==> config.mk <==
export PLATFORM = sky130hd
export DESIGN_NAME = conv_out_collector
export DESIGN_NICKNAME = d
export VERILOG_FILES = /design/src/rtl/conv_out_collector.sv
export SDC_FILE = /design/constraint.sdc
export NUM_CORES = 1
export LEC_CHECK = 0
export BUFFER_PORTS_ARGS = -buffer_cell sky130_fd_sc_hd__buf_4
export CAP_MARGIN = 0
export CORE_UTILIZATION = 45
export CTS_BUF_LIST = sky130_fd_sc_hd__clkbuf_2
export CTS_CLUSTER_SIZE = 14
export DETAILED_ROUTE_END_ITERATION = 10
export PLACE_DENSITY_LB_ADDON = 0.15
export SYNTH_ARGS = -nofsm -noshare
export SYNTH_HDL_FRONTEND = slang
export SYNTH_SLANG_ARGS = --single-unit
export TNS_END_PERCENT = 30
==> constraint.sdc <==
create_clock -name clk -period 8.55 [get_ports clk]
set_input_delay 1.71 -clock clk [delete_from_list [all_inputs] [get_ports clk]]
set_output_delay 1.71 -clock clk [all_outputs]
set_load 0.03 [all_outputs]
==> src/rtl/conv_out_collector.sv <==
// Collects convolver results under ce backpressure, tags them with output row/col
// and replays them on a valid/ready stream through a FWFT FIFO. Optional ReLU: RELU_EN.
module conv_out_collector #(
  parameter int unsigned MAP_SIZE  = 10,
  parameter int unsigned k         = 3,
  parameter int unsigned s         = 1,
  parameter int unsigned N         = 8,
  parameter int unsigned Q         = 4,
  parameter int unsigned DEPTH     = 16,
  parameter int unsigned HEADROOM  = 2,
  localparam int unsigned OUT_W     = (MAP_SIZE - k) / s + 1,
  localparam int unsigned TOTAL_OUT = OUT_W * OUT_W,
  localparam int unsigned CW        = $clog2(OUT_W)
) (
  input  logic          clk,
  input  logic          global_rst,
  input  logic          start,
  input  logic [N-1:0]  conv_op,
  input  logic          valid_conv,
  input  logic          end_conv,
  output logic          ce_req,
  output logic [N-1:0]  m_data,
  output logic [CW-1:0] m_row,
  output logic [CW-1:0] m_col,
  output logic          m_last,
  output logic          m_valid,
  input  logic          m_ready,
  output logic          frame_done,
  output logic          frame_err
);

  localparam int unsigned EW = N + 2 * CW + 1;
  localparam int unsigned PW = $clog2(DEPTH);
  localparam int unsigned FW = $clog2(DEPTH + 1);
  localparam int unsigned AW = $clog2(TOTAL_OUT + 1);

  // Q only labels the fixed-point format; data passes through without rescale.
  if (Q >= N) begin : g_q_exceeds_width
  end

  typedef enum logic [1:0] {
    S_IDLE,
    S_COLLECT,
    S_DRAIN,
    S_DONE
  } state_t;

  state_t        state_q, state_d;
  logic [EW-1:0] mem_q [DEPTH];
  logic [PW-1:0] wr_ptr_q, wr_ptr_d, rd_ptr_q, rd_ptr_d;
  logic [FW-1:0] count_q, count_d, free_d;
  logic [CW-1:0] row_q, row_d, col_q, col_d;
  logic [AW-1:0] acc_cnt_q, acc_cnt_d;
  logic          ce_req_q, ce_req_d;
  logic          err_q, err_d;

  logic          acc, is_last, full, push, pop;
  logic [N-1:0]  push_data;
  logic [EW-1:0] push_entry, rd_entry;

`ifdef RELU_EN
  assign push_data = conv_op[N-1] ? '0 : conv_op;
`else
  assign push_data = conv_op;
`endif

  assign acc        = valid_conv & ce_req_q & (state_q == S_COLLECT);
  assign is_last    = (acc_cnt_q == AW'(TOTAL_OUT - 1));
  assign full       = (count_q == FW'(DEPTH));
  assign m_valid    = (count_q != '0);
  assign pop        = m_valid & m_ready;
  assign push       = acc & (~full | pop);
  assign push_entry = {push_data, row_q, col_q, is_last | end_conv};
  assign rd_entry   = mem_q[rd_ptr_q];

  always_comb begin
    state_d   = state_q;
    wr_ptr_d  = wr_ptr_q;
    rd_ptr_d  = rd_ptr_q;
    count_d   = count_q;
    row_d     = row_q;
    col_d     = col_q;
    acc_cnt_d = acc_cnt_q;
    err_d     = err_q;
    ce_req_d  = 1'b0;
    free_d    = '0;

    if (push) wr_ptr_d = wr_ptr_q + 1'b1;
    if (pop)  rd_ptr_d = rd_ptr_q + 1'b1;
    case ({push, pop})
      2'b10:   count_d = count_q + 1'b1;
      2'b01:   count_d = count_q - 1'b1;
      default: count_d = count_q;
    endcase

    case (state_q)
      S_IDLE: begin
        if (start) begin
          state_d   = S_COLLECT;
          row_d     = '0;
          col_d     = '0;
          acc_cnt_d = '0;
          err_d     = 1'b0;
        end
      end
      S_COLLECT: begin
        if (acc) begin
          acc_cnt_d = acc_cnt_q + 1'b1;
          if (col_q == CW'(OUT_W - 1)) begin
            col_d = '0;
            row_d = row_q + 1'b1;
          end else begin
            col_d = col_q + 1'b1;
          end
          if (!push) err_d = 1'b1;
          // Either an early end_conv or a missing one ends the frame with an error.
          if (end_conv) begin
            if (!is_last) err_d = 1'b1;
            state_d = S_DRAIN;
          end else if (is_last) begin
            err_d   = 1'b1;
            state_d = S_DRAIN;
          end
        end
      end
      S_DRAIN: begin
        if (count_q == '0) state_d = S_DONE;
      end
      S_DONE: begin
        state_d = S_IDLE;
      end
      default: state_d = S_IDLE;
    endcase

    // Registered ce_req looks at the post-update fill so one in-flight accept still fits.
    free_d = FW'(DEPTH) - count_d;
    if (state_d == S_COLLECT) ce_req_d = (free_d > FW'(HEADROOM));
  end

  always_ff @(posedge clk) begin
    if (global_rst) begin
      state_q   <= S_IDLE;
      wr_ptr_q  <= '0;
      rd_ptr_q  <= '0;
      count_q   <= '0;
      row_q     <= '0;
      col_q     <= '0;
      acc_cnt_q <= '0;
      ce_req_q  <= 1'b0;
      err_q     <= 1'b0;
    end else begin
      state_q   <= state_d;
      wr_ptr_q  <= wr_ptr_d;
      rd_ptr_q  <= rd_ptr_d;
      count_q   <= count_d;
      row_q     <= row_d;
      col_q     <= col_d;
      acc_cnt_q <= acc_cnt_d;
      ce_req_q  <= ce_req_d;
      err_q     <= err_d;
    end
  end

  always_ff @(posedge clk) begin
    if (push) mem_q[wr_ptr_q] <= push_entry;
  end

  assign m_data     = m_valid ? rd_entry[EW-1 -: N]  : '0;
  assign m_row      = m_valid ? rd_entry[2*CW -: CW] : '0;
  assign m_col      = m_valid ? rd_entry[CW -: CW]   : '0;
  assign m_last     = m_valid & rd_entry[0];
  assign ce_req     = ce_req_q;
  assign frame_done = (state_q == S_DONE);
  assign frame_err  = err_q;

endmodule

==> flow_summary.yaml <==
outcome:
  status: "complete, no violations"
final_layout:
  multiInputGateArea_mm2: 0.00287
  drive_gt1_share_pct: 35.6
  final_area_mm2: 0.0122
  final_common_cell: "edfxtp_1"
  area_growth_syn_to_layout_pct: 11.8
  fin_nets: 689
  layout_common_cells: "240 x edfxtp_1, 106 x clkbuf_2, 75 x mux4_2, 52 x buf_4, 40 x nor2_1"
  nFillCells: 1967
  regArea_mm2: 0.00789
logic_synthesis:
  synth-edff-count: 240
  synthArstFlopShare_pct: 0
  yosys-top-cells-area: "edfxtp_1 66%, mux4_2 16%, dfxtp_1 6.3%, ha_1 1.6%, nor2_1 1.4%"
  synth_ff_type: "edfxtp_1"
  ys_seq_area_share_pct: 72.4
  syn-cell-area_mm2: 0.0109
  synth_top_cell_by_area: "edfxtp_1"
  syn-num-nets: 595
  yosys_warnings: 0
  synth_area_per_cell_um2: 19.2
  syn_inst: 567
  synth_cell_types: 39
  synth_top_cell_area_share_pct: 66.2
  synth-seq-cells: 274
die:
  die_w_um: 158
  initial_utilization_pct: 46.1
  die_area_mm2: 0.0248
  core_mm2: 0.0236
  die_height_um: 158
  rows: 56
  ios: 33
sta:
  finalMaxSlewViolations: 0
  slew_headroom_pct: 31.5
  tightest_slew_ns: 1.03
  setup_tns_ns: 0
  hold_viol_final: 0
  rsz0062_at_grt: "no"
  timing.final.crit_period_ns: 5.30
  fin_crit_sh_pct: 62.0
  setup_viol: 0
  skew_ns: 0.0760
  fmax_ghz: 0.189
worst_setup_path:
  worst-path-stages: 5
  r2r-end: "ce_req"
  arrival_ns: 3.59
  path_max_fanout: 44
  crit_path_end_kind: "output port"
  worstRegToRegCells: 14
  critPathKind: "flip-flop to output port"
  cp_top_family: "multiplexers"
  worstReg2RegStart: "count_q[2]"
  r2r_slack_ns: 4.66
  endpoint: "m_col[0]"
  start_kind: "flip-flop"
  worst_path_max_delay_cell: "buf_4"
  cp_slowest_stage_delay_ns: 0.78
  worst-endpoint-required_ns: 6.84
  crit_buf_inv: 2
  crit_chain: "buf_4 > mux4_2 > mux4_2 > nor2b_1 > buf_4"
cts:
  clock-sinks: 274
  ctsResizeCount: 0
  cts_made_buffers: 70
  holdBufCountCts: 0
  clk_pin_slew_ns: 0.09
  cts_tree: "built"
  cts_buffer_depth: 3
  clock_latency_ns: 0.81
  cts_max_level: 3
  cts-root-buf: "clkbuf_2"
  post_cts_buffers: 0
placement:
  gp_congestion: 0.745
  place_area_mm2: 0.0116
  dp_hpwl_um: 12000
  port_buffers: 32
flow_run:
  cap_viol_max_count: 0
grt:
  grt-ovfl-total: 0
  antenna_found_initial: 1
  grt_pass1_wl_um: 34000
  track_usage_pct: 19.2
  grt_pass1_vias: 5928
  grt_max_degree: 61
power:
  p_per_area_mw_per_mm2: 232
  leakagePower_nw: 4.04
  ir_drop_mv: 0.146
detailed_routing:
  drt_wl_total_um: 22100
  firstDrtPassIters: 4
  drc_errors: 0
  routedWlPerCell_um: 21.5
  drt-initial-drc-count: 330
  vias: 5475
  ant_nets: 0
  routed_via_density: 5.33
min_path:
  hold_class: "flip-flop to flip-flop"
  min_from: "acc_cnt_q[1]"
## Yosys cell counts, types with 3 or more instances
cell type	instances
nor2_1	40
xnor2_1	9
buf_2	8
nand2_1	13
inv_1	8
dfxtp_1	34
a21oi_1	14
ha_1	14
nor2b_1	20
xor2_1	11
mux4_2	75
nand2b_1	7
a21o_1	3
edfxtp_1	240
mux2i_1	4
clkbuf_1	21
nor3_1	6
or2_2	5
nand3_1	6
nand4_1	5
## worst min-delay path by stage
stage,cells past startpoint,endpoint
after floorplan,2,acc_cnt_q[1]
after global placement,2,acc_cnt_q[1]
after detailed placement,2,frame_err
after CTS,2,acc_cnt_q[1]
after global routing,2,acc_cnt_q[1]
final,2,acc_cnt_q[1]
## registers in the layout (all words and copies together) (netlist names), named ones only
signal     cells
mem_q        240
acc_cnt_q      7
count_q        5
rd_ptr_q       4
wr_ptr_q       4
col_q          3
row_q          3
state_q        2
ce_req         1
frame_err      1
## power by group
part	total [mW]	leakage (nW)	internal, mW	switching [mW]
sequential	1.49	2.47	1.46	0.0291
clock	0.821	0.463	0.324	0.497
combinational	0.513	1.10	0.219	0.295
## logic make-up after synthesis
family	share of synthesized area (%)
DFF	72.4
muxes	15.9
adders and majority gates	1.61
xor gates and xnor gates	1.61
and+or+nand+nor	5.67
AOI/OAI and AO/OA	1.39
buffers and inverters	1.40
## per-layer routing
| metal | vias to the layer above | routed length (µm) | track usage [%] |
|---|---|---|---|
| met2 | 134 | 11300 | 33.0 |
| li1 | 2477 | - | - |
| met1 | 2823 | 9230 | 23.9 |
| met3 | 41 | 1180 | 4.35 |
| met5 | - | 0 | 0 |
| met4 | 0 | 409 | 6.61 |
## through the flow
stage	hold slack [ns]	utilization [%]	total power, mW	setup WS, ns	std cells
3_5_place_dp	0.469	49.1	2.05	3.43	908
4_1_cts	0.491	51.5	2.87	3.04	1026
5_1_grt	0.524	51.5	2.97	2.89	1027
2_1_floorplan	0.449	-	1.88	3.89	567
3_3_place_gp	0.469	49.1	2.03	3.58	908
6_report	0.495	51.5	2.83	3.25	1027
## tightest hold or removal path, stage by stage, from the launching register on
cell	delay (ns)
dfxtp_1	0.34
nand2_1	0.06
a21oi_1	0.05
## cell type report
cell class	count	area share, %
timing repair buffer	52	3.21
clock buffer	106	4.36
inverter	8	0.247
sequential	274	64.9
antenna	1	0.0206
tap	319	3.28
multi-input combinational	255	23.6
clock inverter	12	0.401
No activity file was read; power rests on OpenSTA's default activity.
